--- src/rtl/parity_req_arbiter_if.sv ---
// Request/response bundle between the client blocks and the shared parity engine.
// Clients drive the master side; the arbiter sits on the slave side.
interface parity_req_arbiter_if #(
  parameter int unsigned NUM_REQ = 4,
  parameter int unsigned DATA_W  = 32
);
  localparam int unsigned ID_W = $clog2(NUM_REQ);

  logic [NUM_REQ-1:0]        req_valid;
  logic [NUM_REQ-1:0]        req_ready;
  logic [NUM_REQ*DATA_W-1:0] req_data;
  logic [NUM_REQ-1:0]        req_odd;
  logic                      rsp_valid;
  logic                      rsp_ready;
  logic [ID_W-1:0]           rsp_id;
  logic                      rsp_parity;
  logic                      busy;

  modport master (
    output req_valid, req_data, req_odd, rsp_ready,
    input  req_ready, rsp_valid, rsp_id, rsp_parity, busy
  );

  modport slave (
    input  req_valid, req_data, req_odd, rsp_ready,
    output req_ready, rsp_valid, rsp_id, rsp_parity, busy
  );
endinterface

--- src/rtl/parity_req_arbiter.sv ---
// Round-robin front end for a shared multi-cycle parity engine. One request word is accepted
// at a time, folded CHUNK_W bits per cycle, and the parity is returned tagged with the id of
// the requester that supplied it.
module parity_req_arbiter #(
  parameter int unsigned NUM_REQ = 4,
  parameter int unsigned DATA_W  = 32,
  parameter int unsigned CHUNK_W = 8
) (
  input logic                  clk,
  input logic                  rst_n,
  parity_req_arbiter_if.slave  bus
);

  localparam int unsigned ID_W  = $clog2(NUM_REQ);
  localparam int unsigned BEATS = DATA_W / CHUNK_W;
  localparam int unsigned CNT_W = (BEATS > 1) ? $clog2(BEATS) : 1;

  // Reject configurations the folding datapath cannot handle.
  if ((DATA_W % CHUNK_W) != 0) begin : g_bad_chunk
    $fatal(1, "parity_req_arbiter: DATA_W must be a multiple of CHUNK_W");
  end
  if (NUM_REQ < 2) begin : g_bad_num_req
    $fatal(1, "parity_req_arbiter: NUM_REQ must be at least 2");
  end

  typedef enum logic [1:0] {
    StIdle = 2'd0,
    StCalc = 2'd1,
    StResp = 2'd2
  } state_e;

  state_e              r_state;
  logic [ID_W-1:0]     r_last_grant;
  logic [CNT_W-1:0]    r_cnt;
  logic                r_acc;
  logic                r_odd;
  logic [DATA_W-1:0]   r_word;
  logic                r_rsp_valid;
  logic [ID_W-1:0]     r_rsp_id;
  logic                r_rsp_parity;
  logic                r_busy;

  logic                w_grant_found;
  logic [ID_W-1:0]     w_grant_idx;
  logic [NUM_REQ-1:0]  w_grant_vec;
  logic [CHUNK_W-1:0]  w_chunk;
  logic                w_chunk_par;
  logic                w_last_beat;

  // Round-robin search starting just after the previous winner; the winner is
  // advertised only while idle and out of reset.
  always_comb begin
    int unsigned idx;
    w_grant_found = 1'b0;
    w_grant_idx   = '0;
    w_grant_vec   = '0;
    idx           = 0;
    for (int unsigned k = 1; k <= NUM_REQ; k++) begin
      idx = (32'(r_last_grant) + k) % NUM_REQ;
      if (!w_grant_found && bus.req_valid[ID_W'(idx)]) begin
        w_grant_found = 1'b1;
        w_grant_idx   = ID_W'(idx);
      end
    end
    if (rst_n && (r_state == StIdle) && w_grant_found) begin
      w_grant_vec[w_grant_idx] = 1'b1;
    end
  end

  // Current chunk of the captured word and its XOR reduction.
  always_comb begin
    w_chunk     = r_word[32'(r_cnt) * CHUNK_W +: CHUNK_W];
    w_chunk_par = ^w_chunk;
    w_last_beat = (r_cnt == CNT_W'(BEATS - 1));
  end

  // Sequencer: accept, fold BEATS chunks, hold the response until consumed.
  always_ff @(posedge clk or negedge rst_n) begin
    if (!rst_n) begin
      r_state      <= StIdle;
      r_last_grant <= ID_W'(NUM_REQ - 1);
      r_cnt        <= '0;
      r_acc        <= 1'b0;
      r_odd        <= 1'b0;
      r_word       <= '0;
      r_rsp_valid  <= 1'b0;
      r_rsp_id     <= '0;
      r_rsp_parity <= 1'b0;
      r_busy       <= 1'b0;
    end else begin
      unique case (r_state)
        StIdle: begin
          if (w_grant_found) begin
            r_word       <= bus.req_data[32'(w_grant_idx) * DATA_W +: DATA_W];
            r_odd        <= bus.req_odd[w_grant_idx];
            r_last_grant <= w_grant_idx;
            r_acc        <= 1'b0;
            r_cnt        <= '0;
            r_busy       <= 1'b1;
            r_state      <= StCalc;
          end
        end
        StCalc: begin
          r_acc <= r_acc ^ w_chunk_par;
          r_cnt <= r_cnt + 1'b1;
          if (w_last_beat) begin
            // Final fold goes straight into the registered response.
            r_rsp_valid  <= 1'b1;
            r_rsp_parity <= r_acc ^ w_chunk_par ^ r_odd;
            r_rsp_id     <= r_last_grant;
            r_state      <= StResp;
          end
        end
        StResp: begin
          if (bus.rsp_ready) begin
            r_rsp_valid  <= 1'b0;
            r_rsp_parity <= 1'b0;
            r_rsp_id     <= '0;
            r_busy       <= 1'b0;
            r_state      <= StIdle;
          end
        end
        default: begin
          r_state <= StIdle;
        end
      endcase
    end
  end

  assign bus.req_ready  = w_grant_vec;
  assign bus.rsp_valid  = r_rsp_valid;
  assign bus.rsp_id     = r_rsp_id;
  assign bus.rsp_parity = r_rsp_parity;
  assign bus.busy       = r_busy;

endmodule

--- src/flat_wrapper.sv ---
// flat-port wrapper written by rule: the top's interface ports become plain ports
module parity_req_arbiter_flat 
#(
  parameter int unsigned NUM_REQ = 4,
  parameter int unsigned DATA_W  = 32,
  parameter int unsigned CHUNK_W = 8
)
  (clk, rst_n, bus_req_valid, bus_req_data, bus_req_odd, bus_rsp_ready, bus_req_ready, bus_rsp_valid, bus_rsp_id, bus_rsp_parity, bus_busy);
  parity_req_arbiter_if #(.NUM_REQ(NUM_REQ), .DATA_W(DATA_W)) bus_i ();
  input logic clk;
  input logic rst_n;
  input wire logic [$bits(bus_i.req_valid)-1:0] bus_req_valid;
  input wire logic [$bits(bus_i.req_data)-1:0] bus_req_data;
  input wire logic [$bits(bus_i.req_odd)-1:0] bus_req_odd;
  input wire logic [$bits(bus_i.rsp_ready)-1:0] bus_rsp_ready;
  output wire logic [$bits(bus_i.req_ready)-1:0] bus_req_ready;
  output wire logic [$bits(bus_i.rsp_valid)-1:0] bus_rsp_valid;
  output wire logic [$bits(bus_i.rsp_id)-1:0] bus_rsp_id;
  output wire logic [$bits(bus_i.rsp_parity)-1:0] bus_rsp_parity;
  output wire logic [$bits(bus_i.busy)-1:0] bus_busy;
  assign bus_i.req_valid = bus_req_valid;
  assign bus_i.req_data = bus_req_data;
  assign bus_i.req_odd = bus_req_odd;
  assign bus_i.rsp_ready = bus_rsp_ready;
  assign bus_req_ready = bus_i.req_ready;
  assign bus_rsp_valid = bus_i.rsp_valid;
  assign bus_rsp_id = bus_i.rsp_id;
  assign bus_rsp_parity = bus_i.rsp_parity;
  assign bus_busy = bus_i.busy;
  parity_req_arbiter #(.NUM_REQ(NUM_REQ), .DATA_W(DATA_W), .CHUNK_W(CHUNK_W)) u_core (.clk(clk), .rst_n(rst_n), .bus(bus_i));
endmodule
--- config.mk ---
export PLATFORM = sky130hd
export DESIGN_NAME = parity_req_arbiter_flat
export DESIGN_NICKNAME = d
export VERILOG_FILES = /design/src/rtl/parity_req_arbiter_if.sv /design/src/rtl/parity_req_arbiter.sv /design/src/flat_wrapper.sv
export SDC_FILE = /design/constraint.sdc
export NUM_CORES = 1
export LEC_CHECK = 0
export CAP_MARGIN = 20
export CORE_AREA = 3 3 103 105
export CTS_BUF_LIST = sky130_fd_sc_hd__clkbuf_4 sky130_fd_sc_hd__clkbuf_8
export DETAILED_ROUTE_END_ITERATION = 7
export DIE_AREA = 0 0 106 108
export PLACE_DENSITY_LB_ADDON = 0.15
export SYNTH_ARGS = -nofsm -noshare
export SYNTH_HDL_FRONTEND = slang
export SYNTH_SLANG_ARGS = --single-unit
--- constraint.sdc ---
create_clock -name clk -period 8.28 [get_ports clk]
set_clock_uncertainty 0.15 [all_clocks]
set_input_delay 2.484 -clock clk [delete_from_list [all_inputs] [get_ports clk]]
set_output_delay 2.484 -clock clk [all_outputs]
set_load 0.05 [all_outputs]
==> impl_metrics.ini, run 1 <==
[place]
gpl.final_weighted_congestion = 0.722
dpl.hpwl_um = 6630
port-buffer-count = 147
post-place-cells = 542
pre_cts_slack_ps = 741
dpl-instance-area_um2 = 4490

[clock_network]
clock_latency_ps = 290
cts_tree = built
tritoncts.num_buffers = 5
cts_max_level = 2
cts.hold.buffers_added = 0
clkSinkCount = 45
cts_setup_buffers = 0
clockRootBuffer = sky130_fd_sc_hd__clkbuf_8
post_cts_resize_count = 0
clk_transition_reported_paths_ps = 80
clk_path_buf_depth = 2

[yosys]
ys_seq_elements = 45
synthesis.yosys.warnings = 0
ys_types = 31
post_synth_design_cell_area_um2 = 2900
synth_cells = 276
avgSynthCellArea_um2 = 10.5
ys_seq_area_share_pct = 38.9
syn_nets = 416

[critical_path]
worst_reg_to_reg_setup_slack_ps = 5470
end_kind = output pin
delay_contributed_by_the_slowest_stage_of_the_critical_path_ps = 810
worstRegToRegCells = 5
timing.critical_path.arrival_ps = 4890
rr_startpoint = u_core.r_last_grant[1]
cp_max_stage_cell = sky130_fd_sc_hd__clkdlybuf4s50_1
critical_path_peak_fanout = 25
crit_type = in2out
worst_setup_path_start_kind = input pin
worst_setup_path_endpoint = bus_req_ready[2]
critical_path.cell_chain = clkdlybuf4s50_1 > nor2b_1 > a21oi_1 > o221a_4 > nand3_1 > nor2_1 > clkdlybuf4s50_1
crit_required_ps = 5650
setup.worst_path.start = bus_req_valid[1]
critical-path-top-cell-by-count = sky130_fd_sc_hd__clkdlybuf4s50_1
worst_r2r_endpoint = u_core.r_word[25]

[die]
dieArea_um2 = 11400
floorplan.initialDensity_pct = 29.8
die_width_um = 106
design.portCount = 148
die-height_um = 108
number_of_rows_created_at_floorplan = 36
core_um2 = 9730

[sta]
totalNegativeSetupSlack_ps = 0
finalWorstPathRequiredPeriod_ps = 7520
final_hold_violating_endpoints = 0
fmax_mhz = 133
worst_slew_pin_slew_ps = 708
slew_viol_final = 0
final.setup.worst_slack_ps = 759
worst_slew_margin_rel_pct = 52.8
rsz0062_at_grt = false
timing.final.setup_violations = 0
final_min_period_over_clock_period_pct = 90.8

[route]
post-route-drc-count = 0
num_vias = 2589
vias_per_cell = 4.71
drtIter0Drc = 67
drt-wirelength-per-cell_um = 15.5
firstDrtPassIters = 4
antenna_left = 0
finalWirelength_um = 8510

[global_route]
grt_use_total_pct = 15.3
antenna_found_initial = 0
number_of_global_route_vias_before_repair = 2857
grt.overflow.total = 0
grt_start_max_net_pins = 46
grt_first_pass_wirelength_um = 14000

[finish]
post_route_cells_drive_above_1_share_pct = 5.04
antennaDiodeCount = 0
layout-area-overhead-vs-synth_pct = 58.0
design.final.nets = 556
final_cells = 550
total_non_filler_cell_area_in_the_finished_layout_um2 = 4590

[power_and_ir_drop]
vdd.ir_drop.worst_mv = 0.148
power.density_nw_per_um2 = 313
p_leak_nw = 1.97
final_total_power_mw = 1.43

[run]
cap_violations = 0

[worst_hold_path]
worst_hold_path_type = reg2reg

[outcome]
outcome = completed
-- layer usage --
layer  wire length [um]  track usage, %
met1               3700            19.0
met3                569            4.48
met2               4200            26.6
met5                  0               0
met4                 40            3.05
-- synth_stat cells --
master | instances | area share (%)
sky130_fd_sc_hd__xnor3_1 | 2 | 1.6
sky130_fd_sc_hd__buf_1 | 1 | 0.13
sky130_fd_sc_hd__o21ai_0 | 6 | 1.0
sky130_fd_sc_hd__o221ai_1 | 33 | 10
sky130_fd_sc_hd__mux2i_1 | 67 | 23
sky130_fd_sc_hd__nor4_1 | 1 | 0.22
sky130_fd_sc_hd__a21o_1 | 3 | 0.78
sky130_fd_sc_hd__a31oi_1 | 1 | 0.22
sky130_fd_sc_hd__nand3_1 | 2 | 0.34
sky130_fd_sc_hd__mux4_2 | 3 | 2.3
sky130_fd_sc_hd__nand2_1 | 45 | 5.8
sky130_fd_sc_hd__a211oi_1 | 1 | 0.26
sky130_fd_sc_hd__xor3_1 | 1 | 0.82
sky130_fd_sc_hd__xnor2_1 | 21 | 6.3
sky130_fd_sc_hd__buf_6 | 1 | 0.39
sky130_fd_sc_hd__buf_4 | 1 | 0.26
sky130_fd_sc_hd__or3_1 | 1 | 0.22
sky130_fd_sc_hd__a21oi_1 | 3 | 0.52
sky130_fd_sc_hd__inv_1 | 4 | 0.52
sky130_fd_sc_hd__a22o_1 | 3 | 0.90
sky130_fd_sc_hd__nand2b_1 | 3 | 0.65
sky130_fd_sc_hd__dfstp_2 | 2 | 1.8
sky130_fd_sc_hd__nor2_1 | 7 | 0.90
sky130_fd_sc_hd__nor2b_1 | 1 | 0.22
sky130_fd_sc_hd__ha_1 | 1 | 0.43
sky130_fd_sc_hd__clkbuf_1 | 8 | 1.0
sky130_fd_sc_hd__a211o_1 | 1 | 0.30
sky130_fd_sc_hd__nor3_1 | 1 | 0.17
sky130_fd_sc_hd__buf_2 | 8 | 1.4
sky130_fd_sc_hd__o221a_2 | 1 | 0.39
sky130_fd_sc_hd__dfrtp_1 | 43 | 37
-- state kept, by name (all words and copies together), names as in the netlist --
register and cells:
u_core.bus.busy 1, u_core.r_odd 1, u_core.r_state 2, u_core.r_last_grant 2, u_core.r_acc 1, u_core.bus.rsp_valid 1, u_core.r_cnt 2, u_core.bus.rsp_parity 1
u_core.r_word 32, u_core.bus.rsp_id 2
-- where the power goes --
part / internal, mW / switching, mW / leakage [nW]
Clock: 0.0754 / 0.0710 / 0.0542
Sequential: 0.333 / 0.0864 / 0.545
Combinational: 0.476 / 0.392 / 1.37
Total: 0.885 / 0.550 / 1.97
-- metrics by stage --
step                utilization (%)  hold WS (ps)
finish                         47.2           336
global placement               46.1           309
floorplan                         -           327
CTS                            47.2           339
global route                   47.2           356
detailed placement             46.1           320
-- layout make-up --
cell class | count | area, um2
Fill cell | 967 | 5140
Sequential cell | 45 | 1130
Timing Repair Buffer | 152 | 1500
Inverter | 4 | 15.0
Tap cell | 133 | 166
Clock inverter | 1 | 5.00
Clock buffer | 7 | 96.3
Multi-Input combinational cell | 208 | 1680
-- logic make-up (layout without fill, tap and decap cells) --
family / Yosys count / count (layout) / synth area share, %
AOI/OAI and AO/OA: 52 / 52 / 14.3
xor gates and xnor gates: 24 / 24 / 8.70
adders and majority gates: 1 / 1 / 0.431
buffers and inverters: 23 / 164 / 3.71
DFF: 45 / 45 / 38.9
muxes: 70 / 70 / 25.4
and+or+nand+nor: 61 / 61 / 8.53
-- placed cells by master, fill, tap and decap left out, drive strengths merged, types with 2 or more instances in the layout --
master         count
a21o               3
a21oi              3
a22o               3
buf                7
clkbuf             7
clkdlybuf4s50    145
dfrtp             43
dfstp              2
inv                4
mux2i             67
mux4               3
nand2             45
nand2b             3
nand3              2
nor2               7
o21ai              6
o221ai            33
xnor2             21
xnor3              2
-- worst min-delay path by stage --
| stage | endpoint | cells past startpoint | startpoint | slack (ps) |
|---|---|---|---|---|
| final | u_core.bus.rsp_valid | 1 | u_core.bus.rsp_valid | 340 |
| after global routing | u_core.bus.rsp_valid | 1 | u_core.bus.rsp_valid | 360 |
| after CTS | u_core.bus.rsp_valid | 1 | u_core.bus.rsp_valid | 340 |
| after detailed placement | u_core.bus.rsp_valid | 1 | u_core.bus.rsp_valid | 320 |
| after global placement | u_core.bus.rsp_valid | 1 | u_core.bus.rsp_valid | 310 |
| after floorplan | u_core.r_word[11] | 2 | u_core.r_word[11] | 330 |
-- worst max-delay path: cells and delay by family --
kind	cells	cell delay [ps]
buffers and inverters	2	1290
AO/OA/AOI/OAI	2	660
AND/OR/NAND/NOR	3	460
Note: power is estimated with default switching activity, not from simulation.
==> inputs of run 2 (changes only) <==
Settings changed: CORE_AREA 3 3 103 105 to 2 2 114 94, DIE_AREA 0 0 106 108 to 0 0 116 96.
==> run 2 against run 1 <==
Worst hold slack worse by 5.3 ps. Via count rose by 0.19%. Fmax is 0.26% lower. Setup slack got worse by 19 ps. Power grew 1.7%. Register-to-register slack got worse by 90 ps. Global-route usage increased by 0.058 points. Non-clock buffer count is the same. Clock power is 14% higher. Die area down 2.7%. Critical path type unchanged. Critical endpoint is now bus_req_ready[0].
==> impl_metrics.ini, run 2 (synthesis gave the netlist of run 1 again) <==
[finish]
largest_register_ff_count = 32
final_cells = 557
layout-area-overhead-vs-synth_pct = 58.7
antennaDiodeCount = 0
design.final.nets = 556
largest-register = u_core.r_word
layout.cells.most_common = sky130_fd_sc_hd__clkdlybuf4s50_1
post_route_cells_drive_above_1_share_pct = 5.04
final_cell_mix = 145 x sky130_fd_sc_hd__clkdlybuf4s50_1, 67 x sky130_fd_sc_hd__mux2i_1, 45 x sky130_fd_sc_hd__nand2_1

[critical_path]
crit_type = in2out
crit_required_ps = 5650
critical_path_peak_fanout = 25
worst_setup_path_start_kind = input pin
timing.critical_path.arrival_ps = 4910
end_kind = output pin

[global_route]
grt_use_total_pct = 15.3
grt_start_max_net_pins = 46
number_of_global_route_vias_before_repair = 2675
antenna_found_initial = 0
grt.overflow.total = 0
grt_first_pass_wirelength_um = 13300

[place]
port-buffer-count = 147
post-place-cells = 549
dpl.hpwl_um = 6280
gpl.final_weighted_congestion = 0.783

[sta]
rsz0062_at_grt = false
timing.final.setup_violations = 0
finalWorstPathRequiredPeriod_ps = 7540
final_hold_violating_endpoints = 0
totalNegativeSetupSlack_ps = 0
worst_slew_margin_rel_pct = 52.6
worst_slew_pin_slew_ps = 710
final_min_period_over_clock_period_pct = 91.1
fmax_mhz = 133
slew_viol_final = 0

[clock_network]
clk_transition_reported_paths_ps = 90
clkSinkCount = 45
post_cts_resize_count = 0
clockRootBuffer = sky130_fd_sc_hd__clkbuf_8
cts_tree = built
clk_path_buf_depth = 2
cts.hold.buffers_added = 0
cts_max_level = 2
cts_setup_buffers = 0
tritoncts.num_buffers = 5
clock_latency_ps = 290

[route]
post-route-drc-count = 0
drt-wirelength-per-cell_um = 14.9
vias_per_cell = 4.66
antenna_left = 0
firstDrtPassIters = 4
num_vias = 2594
finalWirelength_um = 8290
drtIter0Drc = 97

[die]
design.portCount = 148
number_of_rows_created_at_floorplan = 33
die_width_um = 116
floorplan.initialDensity_pct = 29.1
dieArea_um2 = 11100
core_um2 = 9990
die-height_um = 96

[run]
cap_violations = 0

[outcome]
outcome = completed

[power_and_ir_drop]
vdd.ir_drop.worst_mv = 0.157
p_leak_nw = 1.97
power.density_nw_per_um2 = 316

[worst_hold_path]
worst_hold_path_type = reg2reg
-- run 2: per-layer routing --
layer | part of all wire [%] | routed length (um) | global-route usage, % | vias up
met4 | 0.60 | 50 | 2.68 | 0
li1 | - | - | - | 1305
met5 | 0 | 0 | 0 | -
met1 | 45 | 3760 | 21.7 | 1177
met3 | 8.8 | 730 | 4.03 | 5
met2 | 45 | 3740 | 23.9 | 107
-- run 2: layout make-up --
class	instances	area, um2
Inverter	4	15.0
Clock inverter	2	35.0
Fill cell	978	5380
Clock buffer	6	76.3
Sequential cell	45	1130
Timing Repair Buffer	152	1500
Tap cell	140	175
Multi-Input combinational cell	208	1680
-- run 2: stage by stage --
step	utilization [%]	hold slack (ps)	worst slack [ps]	cell area, um2	power [mW]
5_1_grt	46.1	381	560	4610	1.59
3_3_place_gp	45.0	317	775	4500	1.30
4_1_cts	46.1	340	724	4610	1.48
3_5_place_dp	45.0	319	725	4500	1.30
6_report	46.1	331	739	4610	1.46
2_1_floorplan	-	327	1450	2900	1.07
-- run 2: final timing paths --
path	start	end	slack, ps	cells past startpoint
min in group asynchronous	rst_n	u_core.r_word[17]	1980	1
setup reg to reg	u_core.r_last_grant[1]	u_core.r_word[24]	5380	5
setup / recovery	bus_req_valid[1]	bus_req_ready[0]	740	7
hold / removal	u_core.bus.busy	u_core.bus.busy	330	2
max in group asynchronous	rst_n	u_core.r_last_grant[1]	5220	2
hold reg to reg	u_core.bus.busy	u_core.bus.busy	330	2
-- run 2: power breakdown --
group / internal [mW] / switching, mW / total, mW / leakage (nW)
combinational: 0.475 / 0.397 / 0.872 / 1.37
clock: 0.0930 / 0.0744 / 0.167 / 0.0586
sequential: 0.333 / 0.0858 / 0.419 / 0.545
total: 0.902 / 0.557 / 1.46 / 1.97
-- run 2: worst max-delay path, stage by stage --
cell	delay [ps]
sky130_fd_sc_hd__clkdlybuf4s50_1	470
sky130_fd_sc_hd__nor2b_1	170
sky130_fd_sc_hd__a21oi_1	150
sky130_fd_sc_hd__o221a_4	510
sky130_fd_sc_hd__nand3_1	160
sky130_fd_sc_hd__nor2_1	140
sky130_fd_sc_hd__clkdlybuf4s50_1	820
==> inputs of run 3 (changes only) <==
Settings changed: SLEW_MARGIN set to 10.
==> results of run 3 <==
No change in the layout: final DEF, timing and power equal those of run 2.
